`config.mk`:
```
export PLATFORM = sky130hd
export DESIGN_NAME = dff_ram_param
export DESIGN_NICKNAME = d
export VERILOG_FILES = /design/src/rtl/dff_ram_param.sv
export SDC_FILE = /design/constraint.sdc
export NUM_CORES = 1
export LEC_CHECK = 0
export CORE_AREA = 2 2 160 162
export CTS_BUF_LIST = sky130_fd_sc_hd__clkbuf_8
export DETAILED_ROUTE_END_ITERATION = 7
export DIE_AREA = 0 0 162 164
export PLACE_DENSITY = 0.95
export SYNTH_ARGS = -nofsm -noshare
export SYNTH_HDL_FRONTEND = slang
export SYNTH_SLANG_ARGS = --single-unit
```
`constraint.sdc`:
```
create_clock -name clk -period 11.4 [get_ports clk]
set_input_delay 2.28 -clock clk [delete_from_list [all_inputs] [get_ports clk]]
set_output_delay 2.28 -clock clk [all_outputs]
set_load 0.1 [all_outputs]
```
`src/rtl/dff_ram_param.sv`:
```
// dff_ram_param: parametrised flop-based single-port RAM.
// Configurable width/depth/lane size, per-lane write masking, zero-fill sweep
// after reset or on clr_n request, out-of-range detection and read-valid strobe.
// Optional feature macro: DFF_RAM_WMASK_EN -- when defined, wmask gates each
// write lane; when undefined, wmask is ignored and writes update the full word.
`timescale 1ns/1ps

module dff_ram_param #(
    parameter int DATA_W = 72,
    parameter int DEPTH  = 4,
    parameter int BYTE_W = 8,
    parameter int ADDR_W = $clog2(DEPTH)
) (
    input  logic                                   clk,
    input  logic                                   rst_n,
    input  logic                                   en,
    input  logic                                   wr_n,
    input  logic                                   clr_n,
    input  logic [ADDR_W-1:0]                      address,
    input  logic [DATA_W-1:0]                      wdata,
    input  logic [(DATA_W+BYTE_W-1)/BYTE_W-1:0]    wmask,
    output logic [DATA_W-1:0]                      rdata,
    output logic                                   rvalid,
    output logic                                   busy,
    output logic                                   err
);

    localparam int LANES = (DATA_W + BYTE_W - 1) / BYTE_W;

    typedef enum logic {
        INIT = 1'b0,
        IDLE = 1'b1
    } state_t;

    state_t              state_reg, state_next;
    logic [ADDR_W-1:0]   ptr_reg, ptr_next;
    logic [DATA_W-1:0]   rdata_reg, rdata_next;
    logic                rvalid_reg, rvalid_next;
    logic                err_reg, err_next;

    // Storage: plain flops, deliberately not reset (the sweep zero-fills it).
    logic [DATA_W-1:0]   mem [DEPTH];

    logic [DATA_W-1:0]   lane_bits;    // bit-level write enable built from lanes
    logic [DATA_W-1:0]   rd_word;      // combinational read mux output
    logic                addr_ok;      // address falls inside the array
    logic                wr_go;        // an accepted in-range write this cycle
    logic [DEPTH-1:0]    word_clr;     // sweep clear select per word
    logic [DEPTH-1:0]    word_wr;      // write select per word

    // Widen by one bit so DEPTH itself is representable in the compare.
    assign addr_ok = ({1'b0, address} < (ADDR_W+1)'(DEPTH));

    // Expand lane enables into a per-bit mask; the last lane may be narrower.
    for (genvar gi = 0; gi < LANES; gi++) begin : g_lane
        localparam int LO = gi * BYTE_W;
        localparam int HI = (LO + BYTE_W > DATA_W) ? DATA_W - 1 : LO + BYTE_W - 1;
        logic lane_en;
`ifdef DFF_RAM_WMASK_EN
        assign lane_en = wmask[gi];
`else
        assign lane_en = 1'b1;
`endif
        assign lane_bits[HI:LO] = {(HI - LO + 1){lane_en}};
    end

`ifndef DFF_RAM_WMASK_EN
    // Port kept for interface compatibility; its value has no effect here.
    logic unused_wmask;
    assign unused_wmask = ^wmask;
`endif

    // Per-word decode of sweep clears and accepted writes.
    for (genvar gi = 0; gi < DEPTH; gi++) begin : g_word_sel
        assign word_clr[gi] = (state_reg == INIT) && (ptr_reg == ADDR_W'(gi));
        assign word_wr[gi]  = wr_go && (address == ADDR_W'(gi));
    end

    // Read mux: explicit compare per word so out-of-range codes never index.
    always_comb begin
        rd_word = '0;
        for (int i = 0; i < DEPTH; i++) begin
            if (address == ADDR_W'(i)) begin
                rd_word = mem[i];
            end
        end
    end

    // Next-state, sweep pointer and registered-output logic.
    always_comb begin
        state_next  = state_reg;
        ptr_next    = ptr_reg;
        rdata_next  = rdata_reg;
        rvalid_next = 1'b0;
        err_next    = 1'b0;
        wr_go       = 1'b0;
        case (state_reg)
            INIT: begin
                // Accesses and clr_n are ignored while sweeping.
                if (ptr_reg == ADDR_W'(DEPTH - 1)) begin
                    state_next = IDLE;
                    ptr_next   = '0;
                end else begin
                    ptr_next = ptr_reg + ADDR_W'(1);
                end
            end
            IDLE: begin
                if (!clr_n) begin
                    // Clear request wins over any access in the same cycle.
                    state_next = INIT;
                    ptr_next   = '0;
                end else if (!en) begin
                    if (!addr_ok) begin
                        err_next = 1'b1;
                        if (wr_n) begin
                            rdata_next  = '0;
                            rvalid_next = 1'b1;
                        end
                    end else if (wr_n) begin
                        rdata_next  = rd_word;
                        rvalid_next = 1'b1;
                    end else begin
                        wr_go = 1'b1;
                    end
                end
            end
            default: begin
                state_next = INIT;
                ptr_next   = '0;
            end
        endcase
    end

    // Control and output registers with asynchronous active-low reset.
    always_ff @(posedge clk or negedge rst_n) begin
        if (!rst_n) begin
            state_reg  <= INIT;
            ptr_reg    <= '0;
            rdata_reg  <= '0;
            rvalid_reg <= 1'b0;
            err_reg    <= 1'b0;
        end else begin
            state_reg  <= state_next;
            ptr_reg    <= ptr_next;
            rdata_reg  <= rdata_next;
            rvalid_reg <= rvalid_next;
            err_reg    <= err_next;
        end
    end

    // Array update: sweep zero-fill, otherwise lane-merged write.
    always_ff @(posedge clk) begin
        for (int i = 0; i < DEPTH; i++) begin
            if (word_clr[i]) begin
                mem[i] <= '0;
            end else if (word_wr[i]) begin
                mem[i] <= (mem[i] & ~lane_bits) | (wdata & lane_bits);
            end
        end
    end

    assign rdata  = rdata_reg;
    assign rvalid = rvalid_reg;
    assign err    = err_reg;
    assign busy   = (state_reg == INIT);

endmodule
```
==> results of run 1 <==
==> layout make-up <==
cell class / count / area [um^2]
Clock buffer: 62 / 853
Clock inverter: 34 / 210
Fill cell: 1498 / 6630
Inverter: 76 / 285
Multi-Input combinational cell: 452 / 4270
Sequential cell: 364 / 10600
Tap cell: 330 / 413
Timing Repair Buffer: 164 / 1610
==> cells in the mapped netlist <==
cell | n | area (um^2)
nand2b_1 | 2 | 12.5
buf_4 | 9 | 67.6
nand4b_1 | 1 | 8.76
dfrtp_1 | 76 | 1900
inv_1 | 76 | 285
nand3_1 | 1 | 5.00
edfxtp_1 | 288 | 8650
nor3_1 | 260 | 1300
mux2_2 | 72 | 811
conb_1 | 1 | 3.75
ha_1 | 4 | 50.1
clkbuf_1 | 44 | 165
mux4_2 | 72 | 1620
o21ai_0 | 2 | 10.0
nor3_2 | 28 | 280
or4b_1 | 1 | 10.0
nand4bb_1 | 1 | 11.3
buf_2 | 19 | 95.1
o2bb2ai_1 | 4 | 35.0
nand2_1 | 3 | 11.3
buf_1 | 17 | 63.8
==> power by group through the flow <==
stage,sequential (mW),combinational [mW],clock (mW)
global route,2.19,2.04,1.10
floorplan,3.11,0.523,0
global placement,2.13,1.96,0
detailed placement,2.17,1.99,0
CTS,2.15,1.99,1.04
finish,2.15,1.97,1.03
==> how the worst min path moves through the flow <==
stage                                      start                      to  slack [ns]  cells past startpoint
after floorplan           ptr_reg[0]$_DFFE_PN0P_  ptr_reg[0]$_DFFE_PN0P_        0.51                      1
after global placement     rdata[57]$_DFFE_PN0P_   rdata[57]$_DFFE_PN0P_        0.49                      1
after detailed placement   rdata[53]$_DFFE_PN0P_   rdata[53]$_DFFE_PN0P_        0.49                      1
after CTS                  rdata[53]$_DFFE_PN0P_   rdata[53]$_DFFE_PN0P_        0.51                      1
after global routing       rdata[53]$_DFFE_PN0P_   rdata[53]$_DFFE_PN0P_        0.52                      1
final                      rdata[51]$_DFFE_PN0P_   rdata[51]$_DFFE_PN0P_        0.50                      1
==> metrics by stage <==
stage          total power, mW  cell area, um^2
6_report                  5.15            18200
5_1_grt                   5.33            18200
4_1_cts                   5.18            18200
3_5_place_dp              4.16            17100
3_3_place_gp              4.09            17100
2_1_floorplan             3.63            15400
==> metal layers <==
layer / GRT usage [%] / up-vias / routed length (um)
met5: 0 / - / 0
met4: 9.01 / 0 / 949
met3: 4.32 / 69 / 2610
met2: 42.3 / 460 / 16500
met1: 34.1 / 4469 / 12100
li1: - / 3999 / -
==> critical path, stage by stage <==
cell             delay [ns]
clkdlybuf4s50_1        0.65
nand4bb_4              0.73
o21ai_4                1.27
buf_4                  0.73
==> logic make-up after synthesis <==
kind of cell,share of synthesized area [%]
mux,15.8
simple gates,10.7
flops,68.5
compound gates,0.292
fa+ha+maj,0.325
buf+inv,4.40
other cells,0.0244
==> out/results.ini, run 1 <==
[status]
outcome = completed

[routing]
routed_wl_um = 32200
drtPass1Iterations = 5
drc_errors = 0
drtAntennaViolNets = 0
vias = 8997
via_per_inst = 6.07
wl_per_cell_um = 21.7
first_iter_violations = 719

[clock_tree]
root_buffer = clkbuf_8
h-tree-depth = 2
clk_pin_slew_ns = 0.06
cts_tree = yes
cts-hold-fix-buffers = 0
clock_latency_ns = 0.56
numCtsBuffers = 53
cts_resized = 0
clock-sinks = 364
postCtsSetupBuffers = 0
cts_buffer_depth = 3

[placement]
pre_cts_slack_ns = 5.32
gp_congestion = 0.729
place_hpwl_um = 18200
placed_cells = 1386
numPortBuffers = 152

[global_route]
grt_pass1_wl_um = 50900
antenna_found_initial = 0
overflow = 0
grt_start_max_net_pins = 99
grt_pass1_vias = 9421
track_usage_pct = 25.3

[setup_path]
crit_required_ns = 11.58
critical_path_class = primary input to flip-flop
r2r-start = state_reg$_DFF_PN0_
critPathCaptureType = flip-flop
endpoint = mem[3][11]$_SDFFCE_PN0P_
worstReg2RegEnd = mem[3][11]$_SDFFCE_PN0P_
critical_path.max_fanout = 53
cp-startpoint = clr_n
cp-start-kind = primary input
reg2reg_depth = 4
rrSetupSlack_ns = 7.52
worst_ep_arrival_time_ns = 5.72

[sta]
fin_skew_ns = 0.0112
rsz0062_at_grt = false
whs_ns = 0.504
slew_viol_final = 0
relSlewSlack_pct = 17.0
min_period_ns = 5.53
setup_viol = 0
tightest_slew_ns = 1.25
fin_crit_sh_pct = 48.5
fmax_mhz = 181
fin_setup_tns_ns = 0
hold_violations = 0
layout_setup_ws_ns = 5.87

[floorplan]
pin_count = 163
die_area_um2 = 26600
die_y_um = 164
std_cell_rows = 58
die_width_um = 162
start_util_pct = 62.0
core_area_um2 = 24800

[yosys]
ys_seq_area_share_pct = 68.5
syn_area_um2 = 15400
yosysWarnings = 0
avgSynthCellArea_um2 = 15.7
ys_ff_latch = 364
syn-instance-count = 981
yosysUniqueCellTypes = 21
synthesis.nets = 1073

[layout]
largest_reg_flops = 288
finalCoreUtilization_pct = 73.3
antenna_cells = 0
layout_commonest_cell = edfxtp_1
nets = 1203
layout_common_cells = 288 x edfxtp_1, 260 x nor3_1, 149 x clkdlybuf4s50_1
drive_above_1_share_pct = 22.8
area_growth_pct = 18.2
fin_cells = 1482

[min_path]
hold_class = flip-flop to flip-flop

[power]
vdd_drop_max_uv = 273
p_seq_share_pct = 41.7
p_leak_nw = 6.36
clock_power_share_pct = 20.0
power.share.switching_pct = 40.8
power.density_nw_per_um2 = 283
switchingPower_mw = 2.10
combinationalPowerShare_pct = 38.3
power.internal_mw = 3.05

[run]
cap_viol_max_count = 0

(Power assumes the default switching activity.)
==> inputs of run 2 (changes only) <==
==> config.mk (replaced) <==
export PLATFORM = sky130hd
export DESIGN_NAME = dff_ram_param
export DESIGN_NICKNAME = d
export VERILOG_FILES = /design/src/rtl/dff_ram_param.sv
export SDC_FILE = /design/constraint.sdc
export NUM_CORES = 1
export LEC_CHECK = 0
export CORE_AREA = 2 2 165 167
export CTS_BUF_LIST = sky130_fd_sc_hd__clkbuf_8
export DETAILED_ROUTE_END_ITERATION = 7
export DIE_AREA = 0 0 167 169
export PLACE_DENSITY = 0.93
export SYNTH_ARGS = -nofsm -noshare
export SYNTH_HDL_FRONTEND = slang
export SYNTH_SLANG_ARGS = --single-unit
==> constraint.sdc (replaced) <==
create_clock -name clk -period 5.4 [get_ports clk]
set_input_delay 1.08 -clock clk [delete_from_list [all_inputs] [get_ports clk]]
set_output_delay 1.08 -clock clk [all_outputs]
set_load 0.1 [all_outputs]
==> run 2 against run 1 <==
Against the previous run: count of clock-buffer cells in the layout grew 6; largest power group unchanged; non-clock buffer count grew 4; critical endpoint is now busy; setup slack lost 4.2 ns; first-iteration DRC count grew 7.6%.
==> out/results.ini, run 2 (synthesized netlist as in run 1, its figures left out) <==
[clock_tree]
cts-hold-fix-buffers = 0  ; unchanged
h-tree-depth = 2  ; unchanged
cts_resized = 0  ; unchanged
postCtsSetupBuffers = 0  ; unchanged
clk_pin_slew_ns = 0.06  ; about the same
clock-sinks = 364  ; unchanged
clock_latency_ns = 0.58  ; +0.02 ns
numCtsBuffers = 55  ; +3.8%
cts_buffer_depth = 3  ; unchanged
cts_tree = yes
root_buffer = clkbuf_8

[sta]
slew_viol_final = 0  ; unchanged
rsz0062_at_grt = false
tightest_slew_ns = 1.14  ; -0.107 ns
hold_violations = 0  ; unchanged
setup_viol = 0  ; unchanged
relSlewSlack_pct = 24.1  ; +7.1 points
fin_crit_sh_pct = 69.9
min_period_ns = 3.77
whs_ns = 0.505  ; +0.00161 ns
fin_setup_tns_ns = 0  ; unchanged
fmax_mhz = 265
fin_skew_ns = 0.0232  ; +0.0120 ns

[min_path]
hold_start = rdata[63]$_DFFE_PN0P_
hold_class = flip-flop to flip-flop
holdPathEnd = rdata[63]$_DFFE_PN0P_
hold_depth = 1  ; unchanged

[layout]
largest_reg_flops = 288  ; unchanged
layout_commonest_cell = edfxtp_1
area_growth_pct = 18.7
finalCoreUtilization_pct = 69.0  ; -4.3 points
antenna_cells = 0  ; unchanged
layout_common_cells = 288 x edfxtp_1, 260 x nor3_1, 149 x clkdlybuf4s50_1
nets = 1209  ; +0.50%
drive_above_1_share_pct = 23.5  ; +0.64 points

[power]
p_seq_share_pct = 41.5  ; -0.2 points
power.share.switching_pct = 41.2  ; +0.43 points
combinationalPowerShare_pct = 38.5  ; +0.2 points
vdd_drop_max_uv = 526  ; +92%
clock_power_share_pct = 19.9  ; about the same
power.density_nw_per_um2 = 596  ; +110%
power.internal_mw = 6.40  ; +110%
switchingPower_mw = 4.49  ; +110%
p_leak_nw = 6.40  ; +0.66%

[global_route]
grt_start_max_net_pins = 97  ; -2.0%
grt_use_met2_pct = 38.2  ; -4.1 points
busiest_layer = met2
track_usage_pct = 23.4  ; -1.9 points
grt_use_met3_pct = 4.14  ; -0.18 points
antenna_found_initial = 0  ; unchanged
use_met1_pct = 31.9  ; -2.2 points
grt_pass1_vias = 9678  ; +2.7%
grt_pass1_wl_um = 51600  ; +1.3%
overflow = 0  ; unchanged

[setup_path]
cpLargestDelayFamily = buffers and inverters
critical_path_class = flip-flop to primary output
r2r-start = state_reg$_DFF_PN0_
worst_ep_arrival_time_ns = 2.69  ; -3.03 ns
critical-path-slowest-cell = clkdlybuf4s50_1
crit_buf_inv = 2  ; unchanged
worstReg2RegEnd = mem[3][43]$_SDFFCE_PN0P_
rrSetupSlack_ns = 2.95  ; -4.57 ns
cp-start-kind = flip-flop
reg2reg_depth = 3  ; -1
critical_path.max_fanout = 8  ; -85%
crit_required_ns = 4.32  ; -7.26 ns
critPathCaptureType = primary output
path_cells = inv_1 -> clkdlybuf4s50_1
cp.depth = 2  ; -2
cpPeakStageDelay_ns = 1.25  ; -0.02 ns

[routing]
drtAntennaViolNets = 0  ; unchanged
wl_per_cell_um = 21.6  ; -0.37%
drc_errors = 0  ; unchanged
drtPass1Iterations = 5  ; unchanged
routed_wl_um = 32500  ; +1.1%
first_iter_violations = 774  ; +7.6%
via_per_inst = 6.03  ; -0.63%
vias = 9073  ; +0.84%

[status]
outcome = completed

[placement]
numPortBuffers = 152  ; unchanged
gp_congestion = 0.721  ; -1.2%
place_hpwl_um = 17700  ; -3.1%

[floorplan]
die_y_um = 169  ; +3.0%
core_area_um2 = 26500  ; +6.8%
die_width_um = 167  ; +3.1%
die_area_um2 = 28200  ; +6.2%
std_cell_rows = 60  ; +3.4%
pin_count = 163  ; unchanged
start_util_pct = 58.1  ; -3.9 points

[run]
cap_viol_max_count = 0  ; unchanged

-- run 2: cell type report --
type | count | area [um^2]
Clock inverter | 35 | 143
Tap cell | 341 | 427
Timing Repair Buffer | 168 | 1660
Fill cell | 1663 | 8230
Multi-Input combinational cell | 452 | 4270
Inverter | 76 | 285
Clock buffer | 68 | 936
Sequential cell | 364 | 10600
-- run 2: stage by stage --
stage               std cells  power (mW)  cell area (um^2)  setup slack (ns)
global placement         1401        8.66             17200              1.35
finish                   1504        10.9             18300              1.63
global route             1504        11.3             18300              1.53
floorplan                 981        7.64             15400            -0.574
CTS                      1504        11.0             18300              1.59
detailed placement       1401        8.78             17200              1.32
-- run 2: routing by layer --
layer | share of wire, % | routed length [um]
met3 | 7.4 | 2390
met5 | 0 | 0
met2 | 50 | 16300
met4 | 2.8 | 907
met1 | 40 | 12900
-- run 2: worst reg2reg max path: stages, from the launching register on --
cell and delay, ns:
dfrtp_1 0.58, nand2_4 0.58, o21ai_4 0.34, buf_4 0.55
-- run 2: how the worst max path moves through the flow --
stage                              startpoint  slack [ns]                       end
final                     state_reg$_DFF_PN0_        1.63                      busy
after global routing      state_reg$_DFF_PN0_        1.53                      busy
after CTS                 state_reg$_DFF_PN0_        1.59                      busy
after detailed placement           address[0]        1.32  mem[0][18]$_SDFFCE_PN0P_
after global placement                  clr_n        1.35  mem[0][56]$_SDFFCE_PN0P_
after floorplan                    address[0]       -0.57   mem[0][0]$_SDFFCE_PN0P_
-- run 2: power by group through the flow --
stage                     clock [mW]  combinational (mW)  sequential, mW
after floorplan                    0                1.11            6.53
after global placement             0                4.16            4.50
after global routing            2.32                4.33            4.61
after detailed placement           0                4.21            4.58
final                           2.17                4.20            4.52
after CTS                       2.20                4.22            4.53
